--- src/rtl/serial_feeder_if.sv ---
// Handshake and serial-stream bundle between a word source, serial_feeder and the shift stage.
// Optional parity_o is present only when SERIAL_FEEDER_PARITY_EN is defined.
interface serial_feeder_if #(
   parameter int unsigned WIDTH = 4
);
   logic             valid_i;
   logic             ready_o;
   logic [WIDTH-1:0] word_i;
   logic [1:0]       funct_o;
   logic             serial_o;
   logic             busy_o;
   logic             done_o;
`ifdef SERIAL_FEEDER_PARITY_EN
   logic             parity_o;
`endif

   // Word source side.
   modport master (
      output valid_i,
      output word_i,
      input  ready_o,
      input  funct_o,
      input  serial_o,
      input  busy_o,
`ifdef SERIAL_FEEDER_PARITY_EN
      input  parity_o,
`endif
      input  done_o
   );

   // Feeder side.
   modport slave (
      input  valid_i,
      input  word_i,
      output ready_o,
      output funct_o,
      output serial_o,
      output busy_o,
`ifdef SERIAL_FEEDER_PARITY_EN
      output parity_o,
`endif
      output done_o
   );
endinterface

--- src/rtl/serial_feeder.sv ---
// Serializes accepted parallel words into a downstream shift register, then idles GAP cycles.
// Define SERIAL_FEEDER_PARITY_EN to add a registered even-parity output for each completed word.
module serial_feeder #(
   parameter int unsigned WIDTH     = 4,
   parameter int unsigned GAP       = 1,
   parameter int unsigned MSB_FIRST = 1
) (
   input logic          clk,
   input logic          rst,
   serial_feeder_if.slave bus
);
   localparam logic [1:0] FunctNa    = 2'b00;
   localparam logic [1:0] FunctLeft  = 2'b01;
   localparam logic [1:0] FunctRight = 2'b10;

   localparam int unsigned CntW    = $clog2(WIDTH);
   localparam int unsigned GapW    = (GAP > 0) ? $clog2(GAP + 1) : 1;
   localparam logic [CntW-1:0] CntLast = CntW'(WIDTH - 1);
   localparam logic [GapW-1:0] GapLast = GapW'((GAP > 0) ? GAP - 1 : 0);

   typedef enum logic [1:0] {StIdle, StShift, StGap} state_e;

   state_e           state_q, state_d;
   logic [WIDTH-1:0] buf_q, buf_d;
   logic [CntW-1:0]  cnt_q, cnt_d;
   logic [GapW-1:0]  gap_q, gap_d;
   logic             done_q, done_d;

   always_ff @(posedge clk) begin
      if (rst) begin
         state_q <= StIdle;
         buf_q   <= '0;
         cnt_q   <= '0;
         gap_q   <= '0;
         done_q  <= 1'b0;
      end else begin
         state_q <= state_d;
         buf_q   <= buf_d;
         cnt_q   <= cnt_d;
         gap_q   <= gap_d;
         done_q  <= done_d;
      end
   end

   always_comb begin
      state_d = state_q;
      buf_d   = buf_q;
      cnt_d   = cnt_q;
      gap_d   = gap_q;
      done_d  = 1'b0;
      unique case (state_q)
         StIdle: begin
            // ready_o is high throughout IDLE, so valid_i alone means accept.
            if (bus.valid_i) begin
               buf_d   = bus.word_i;
               cnt_d   = '0;
               state_d = StShift;
            end
         end
         StShift: begin
            if (MSB_FIRST != 0) begin
               buf_d = {buf_q[WIDTH-2:0], 1'b0};
            end else begin
               buf_d = {1'b0, buf_q[WIDTH-1:1]};
            end
            cnt_d = cnt_q + CntW'(1);
            if (cnt_q == CntLast) begin
               cnt_d   = '0;
               gap_d   = '0;
               done_d  = 1'b1;
               state_d = (GAP > 0) ? StGap : StIdle;
            end
         end
         StGap: begin
            gap_d = gap_q + GapW'(1);
            if (gap_q == GapLast) begin
               gap_d   = '0;
               state_d = StIdle;
            end
         end
         default: state_d = StIdle;
      endcase
   end

   always_comb begin
      bus.ready_o  = 1'b0;
      bus.funct_o  = FunctNa;
      bus.serial_o = 1'b0;
      bus.busy_o   = 1'b0;
      unique case (state_q)
         StIdle: bus.ready_o = 1'b1;
         StShift: begin
            bus.busy_o = 1'b1;
            if (MSB_FIRST != 0) begin
               bus.funct_o  = FunctLeft;
               bus.serial_o = buf_q[WIDTH-1];
            end else begin
               bus.funct_o  = FunctRight;
               bus.serial_o = buf_q[0];
            end
         end
         StGap: bus.busy_o = 1'b1;
         default: bus.busy_o = 1'b0;
      endcase
   end

   assign bus.done_o = done_q;

`ifdef SERIAL_FEEDER_PARITY_EN
   // Parity is captured at accept but published only with done, so it holds for a whole word period.
   logic par_pend_q;
   logic parity_q;

   always_ff @(posedge clk) begin
      if (rst) begin
         par_pend_q <= 1'b0;
         parity_q   <= 1'b0;
      end else begin
         if ((state_q == StIdle) && bus.valid_i) begin
            par_pend_q <= ^bus.word_i;
         end
         if (done_d) begin
            parity_q <= par_pend_q;
         end
      end
   end

   assign bus.parity_o = parity_q;
`endif
endmodule

--- src/flat_wrapper.sv ---
// flat-port wrapper written by rule: the top's interface ports become plain ports
module serial_feeder_flat 
#(
   parameter int unsigned WIDTH     = 4,
   parameter int unsigned GAP       = 1,
   parameter int unsigned MSB_FIRST = 1
)
  (clk, rst, bus_valid_i, bus_word_i, bus_ready_o, bus_funct_o, bus_serial_o, bus_busy_o, bus_done_o);
  serial_feeder_if #(.WIDTH(WIDTH)) bus_i ();
  input logic clk;
  input logic rst;
  input wire logic [$bits(bus_i.valid_i)-1:0] bus_valid_i;
  input wire logic [$bits(bus_i.word_i)-1:0] bus_word_i;
  output wire logic [$bits(bus_i.ready_o)-1:0] bus_ready_o;
  output wire logic [$bits(bus_i.funct_o)-1:0] bus_funct_o;
  output wire logic [$bits(bus_i.serial_o)-1:0] bus_serial_o;
  output wire logic [$bits(bus_i.busy_o)-1:0] bus_busy_o;
  output wire logic [$bits(bus_i.done_o)-1:0] bus_done_o;
  assign bus_i.valid_i = bus_valid_i;
  assign bus_i.word_i = bus_word_i;
  assign bus_ready_o = bus_i.ready_o;
  assign bus_funct_o = bus_i.funct_o;
  assign bus_serial_o = bus_i.serial_o;
  assign bus_busy_o = bus_i.busy_o;
  assign bus_done_o = bus_i.done_o;
  serial_feeder #(.WIDTH(WIDTH), .GAP(GAP), .MSB_FIRST(MSB_FIRST)) u_core (.clk(clk), .rst(rst), .bus(bus_i));
endmodule
--- config.mk ---
export PLATFORM = sky130hd
export DESIGN_NAME = serial_feeder_flat
export DESIGN_NICKNAME = d
export VERILOG_FILES = /design/src/rtl/serial_feeder_if.sv /design/src/rtl/serial_feeder.sv /design/src/flat_wrapper.sv
export SDC_FILE = /design/constraint.sdc
export NUM_CORES = 1
export LEC_CHECK = 0
export ABC_CLOCK_PERIOD_IN_PS = 1550
export CORE_AREA = 2 2 39 41
export DETAILED_ROUTE_END_ITERATION = 12
export DIE_AREA = 0 0 41 43
export SLEW_MARGIN = 20
export SYNTH_ARGS = -nofsm -noshare
export SYNTH_HDL_FRONTEND = slang
export SYNTH_SLANG_ARGS = --single-unit
export TNS_END_PERCENT = 5
--- constraint.sdc ---
create_clock -name clk -period 1.55 [get_ports clk]
set_input_delay 0.31 -clock clk [delete_from_list [all_inputs] [get_ports clk]]
set_output_delay 0.31 -clock clk [all_outputs]
set_load 0.01 [all_outputs]
==> impl_metrics.yaml <==
global_routing:
  grt_pass1_vias: 327
  grt_start_max_net_pins: 10
  grtUsageTotal: 0.1239
  grt_pass1_wl_mm: 1.400
  antenna_found_initial: 0
  grt.overflow.total: 0
min_path:
  hp-start: "u_core.buf_q[0]$_SDFFE_PP0P_"
  hold_depth: 2
  hold_path.class: "flip-flop to flip-flop"
  min_to: "u_core.buf_q[0]$_SDFFE_PP0P_"
logic_synthesis:
  synthCells: 50
  synth_seq_cells: 9
  yosysSeqAreaShare: 0.3721
  synth_top_family_by_area: "simple AND/OR/NAND/NOR gates"
  avgSynthCellArea_sq_um: 9.684
  synth_compound_area_frac: 0.1473
  syn-num-nets: 61
  yosys.area_share.simple: 0.1576
  yosysWarnings: 0
  yosysTopAreaCell: "dfxtp_1"
  synthTopCellsByArea: "dfxtp_1 (37%), ha_1 (10%), mux2i_1 (10%)"
  netlist.area_leader.share: 0.3721
  muxShareOfSynthArea: 0.1344
  syn-cell-area_sq_um: 484.2
  synthAdderAreaFrac: 0.1034
  synth_xor_area_frac: 0
  ys_types: 22
detailed_routing:
  met3_length_um: 47
  via_count: 367
  wl_per_cell_um: 10.80
  vias_per_cell: 4.646
  routed_wl_um: 853
  ant_nets: 0
  dr.pass1.iters: 4
  wl_met1_um: 388
  drt_iter0_drc: 6
  drc_errors: 0
  dr_wl_met2_um: 397
  routed.top_layer: "met4"
timing:
  finalHoldViolCount: 0
  timing.final.crit_period_ps: 1499
  fmax_mhz: 667.1
  fin_tns_setup_ps: 0
  rsz0062_at_grt: "no"
  fin_crit_sh: 0.9672
  drv_slew: 0
  hold_ws_ps: 504.7
  setup_viol: 0
  fin_skew_ps: 4.295
floorplanning:
  die-area_sq_um: 1763
  initial_core_util: 0.3499
  core_area_sq_um: 1384
  ios: 13
  die_h_um: 43
  std_cell_rows: 14
  die_w_um: 41
placement:
  gp_congestion: 0.7562
  post_dp_cell_area_sq_um: 599.3
  numPortBuffers: 11
  hpwl_um: 615.5
cells_and_area:
  multi_input_area_sq_um: 284.0
  n_fill_cell: 143
  area_delta_synth_final_pct: 32.82
  final_nets: 75
  layout_commonest_cell: "dfxtp_1"
  fin_area_sq_um: 643.1
  final_cell_mix: "dfxtp_1 (8), clkdlybuf4s50_1 (7), nor2_1 (6), mux2i_1 (5)"
  drive_gt1_frac: 0.2381
  diodes: 0
  seq_area_sq_um: 181.4
clock_tree:
  hold_buffers: 0
  cts_made_buffers: 3
  postCtsSetupRepairBufs: 0
  cts_sinks: 9
  tritoncts: "built"
  clock_path_buffers: 2
  htree_levels: 1
  cts_root_buf: "clkbuf_4"
  clock_latency_ps: 250
  cts.clk_slew.worst_paths_ps: 50
worst_setup_path:
  r2r_setup_slack_ps: 250
  crit_fanout: 4
  cp.arrival_ps: 1190
  rr_endpoint: "u_core.buf_q[0]$_SDFFE_PP0P_"
  critPathCaptureType: "output pin"
  startpoint_type: "flip-flop"
  cp.required_ps: 1240
  r2r-start: "u_core.state_q[0]$_SDFFE_PP0P_"
  critical_path_class: "flip-flop to output pin"
  reg2regPathDepth: 5
power:
  irDropWorstVdd_v: 0.0005581
  p_leak_nw: 0.2784
  power_density_nw_per_um2: 1028
run_status:
  status: "finished, final reports clean"
job:
  maxCapViolations: 0
==> cell type report <==
type | count | area share
Tap cell | 16 | 0.03113
Sequential cell | 9 | 0.2821
Multi-Input combinational cell | 34 | 0.4416
Timing Repair Buffer | 12 | 0.1809
Inverter | 4 | 0.02335
Clock buffer | 4 | 0.04086
==> worst max-delay path, stage by stage, from the launching register on <==
cell	delay (ps)
dfxtp_2	350
inv_1	70
ha_4	250
dlygate4sd2_1	260
==> flip-flops by register name, summed over array words and instances (netlist names) <==
| register | cells |
|---|---|
| u_core.cnt_q | 2 |
| u_core.bus.done_o | 1 |
| u_core.buf_q | 4 |
| u_core.state_q | 2 |
==> worst max-delay path by stage <==
stage / from / to / cells after the start
2_1_floorplan: u_core.state_q[1]$_SDFFE_PP0P_ / u_core.buf_q[0]$_SDFFE_PP0P_ / 6
3_3_place_gp: u_core.state_q[0]$_SDFFE_PP0P_ / bus_busy_o / 3
3_5_place_dp: u_core.state_q[1]$_SDFFE_PP0P_ / bus_serial_o / 4
4_1_cts: u_core.state_q[1]$_SDFFE_PP0P_ / bus_ready_o / 3
5_1_grt: u_core.state_q[0]$_SDFFE_PP0P_ / bus_busy_o / 3
6_report: u_core.state_q[0]$_SDFFE_PP0P_ / bus_busy_o / 3
==> metrics by stage <==
stage / instances / total power, W / utilization / worst slack, ps
after floorplan: 50 / 0.0004247 / - / 181.6
after global placement: 75 / 0.0004901 / 0.4331 / 25.22
after detailed placement: 75 / 0.0004900 / 0.4331 / 0.1050
after CTS: 79 / 0.0006681 / 0.4557 / -203.7
after global routing: 79 / 0.0007109 / 0.4647 / 2.786
final: 79 / 0.0006614 / 0.4647 / 50.92
==> power breakdown <==
| group | leakage (nW) | internal [W] | switching (W) | total [W] |
|---|---|---|---|---|
| combinational | 0.189 | 0.000111 | 0.000104 | 0.000215 |
| clock | 0.0150 | 0.0000987 | 0.0000742 | 0.000173 |
| sequential | 0.0741 | 0.000257 | 0.0000156 | 0.000273 |
| total | 0.278 | 0.000467 | 0.000194 | 0.000661 |
==> cell usage after synthesis <==
cell,instances
a2bb2oi_1,1
mux2i_1,5
dfxtp_1,9
and2_1,2
mux2_4,1
a21oi_1,2
nor3b_1,1
nand2_1,1
a21o_1,1
clkbuf_1,1
inv_1,4
nand2b_1,2
nand3_1,1
ha_1,4
nor2_1,6
nor2_2,1
buf_4,1
nor2b_1,1
a211oi_1,1
a211oi_2,3
buf_6,1
conb_1,1
==> metal layers <==
layer,GRT usage,vias up
met2,0.1594,9
met1,0.1558,167
met4,0.08000,0
li1,-,189
met5,0,-
met3,0.06283,2
==> kinds of logic after synthesis <==
group / Yosys count
adders and majority gates: 4
DFF: 9
buffers and inverters: 7
other: 1
muxes: 6
and+or+nand+nor: 15
AOI/OAI and AO/OA: 8
==> timing repair <==
item                                    4_1_cts  5_1_grt
gates cloned                                  0        0
resized for setup                             6        6
endpoints found under the setup margin        4        4
No activity file was read; power rests on OpenSTA's default activity.
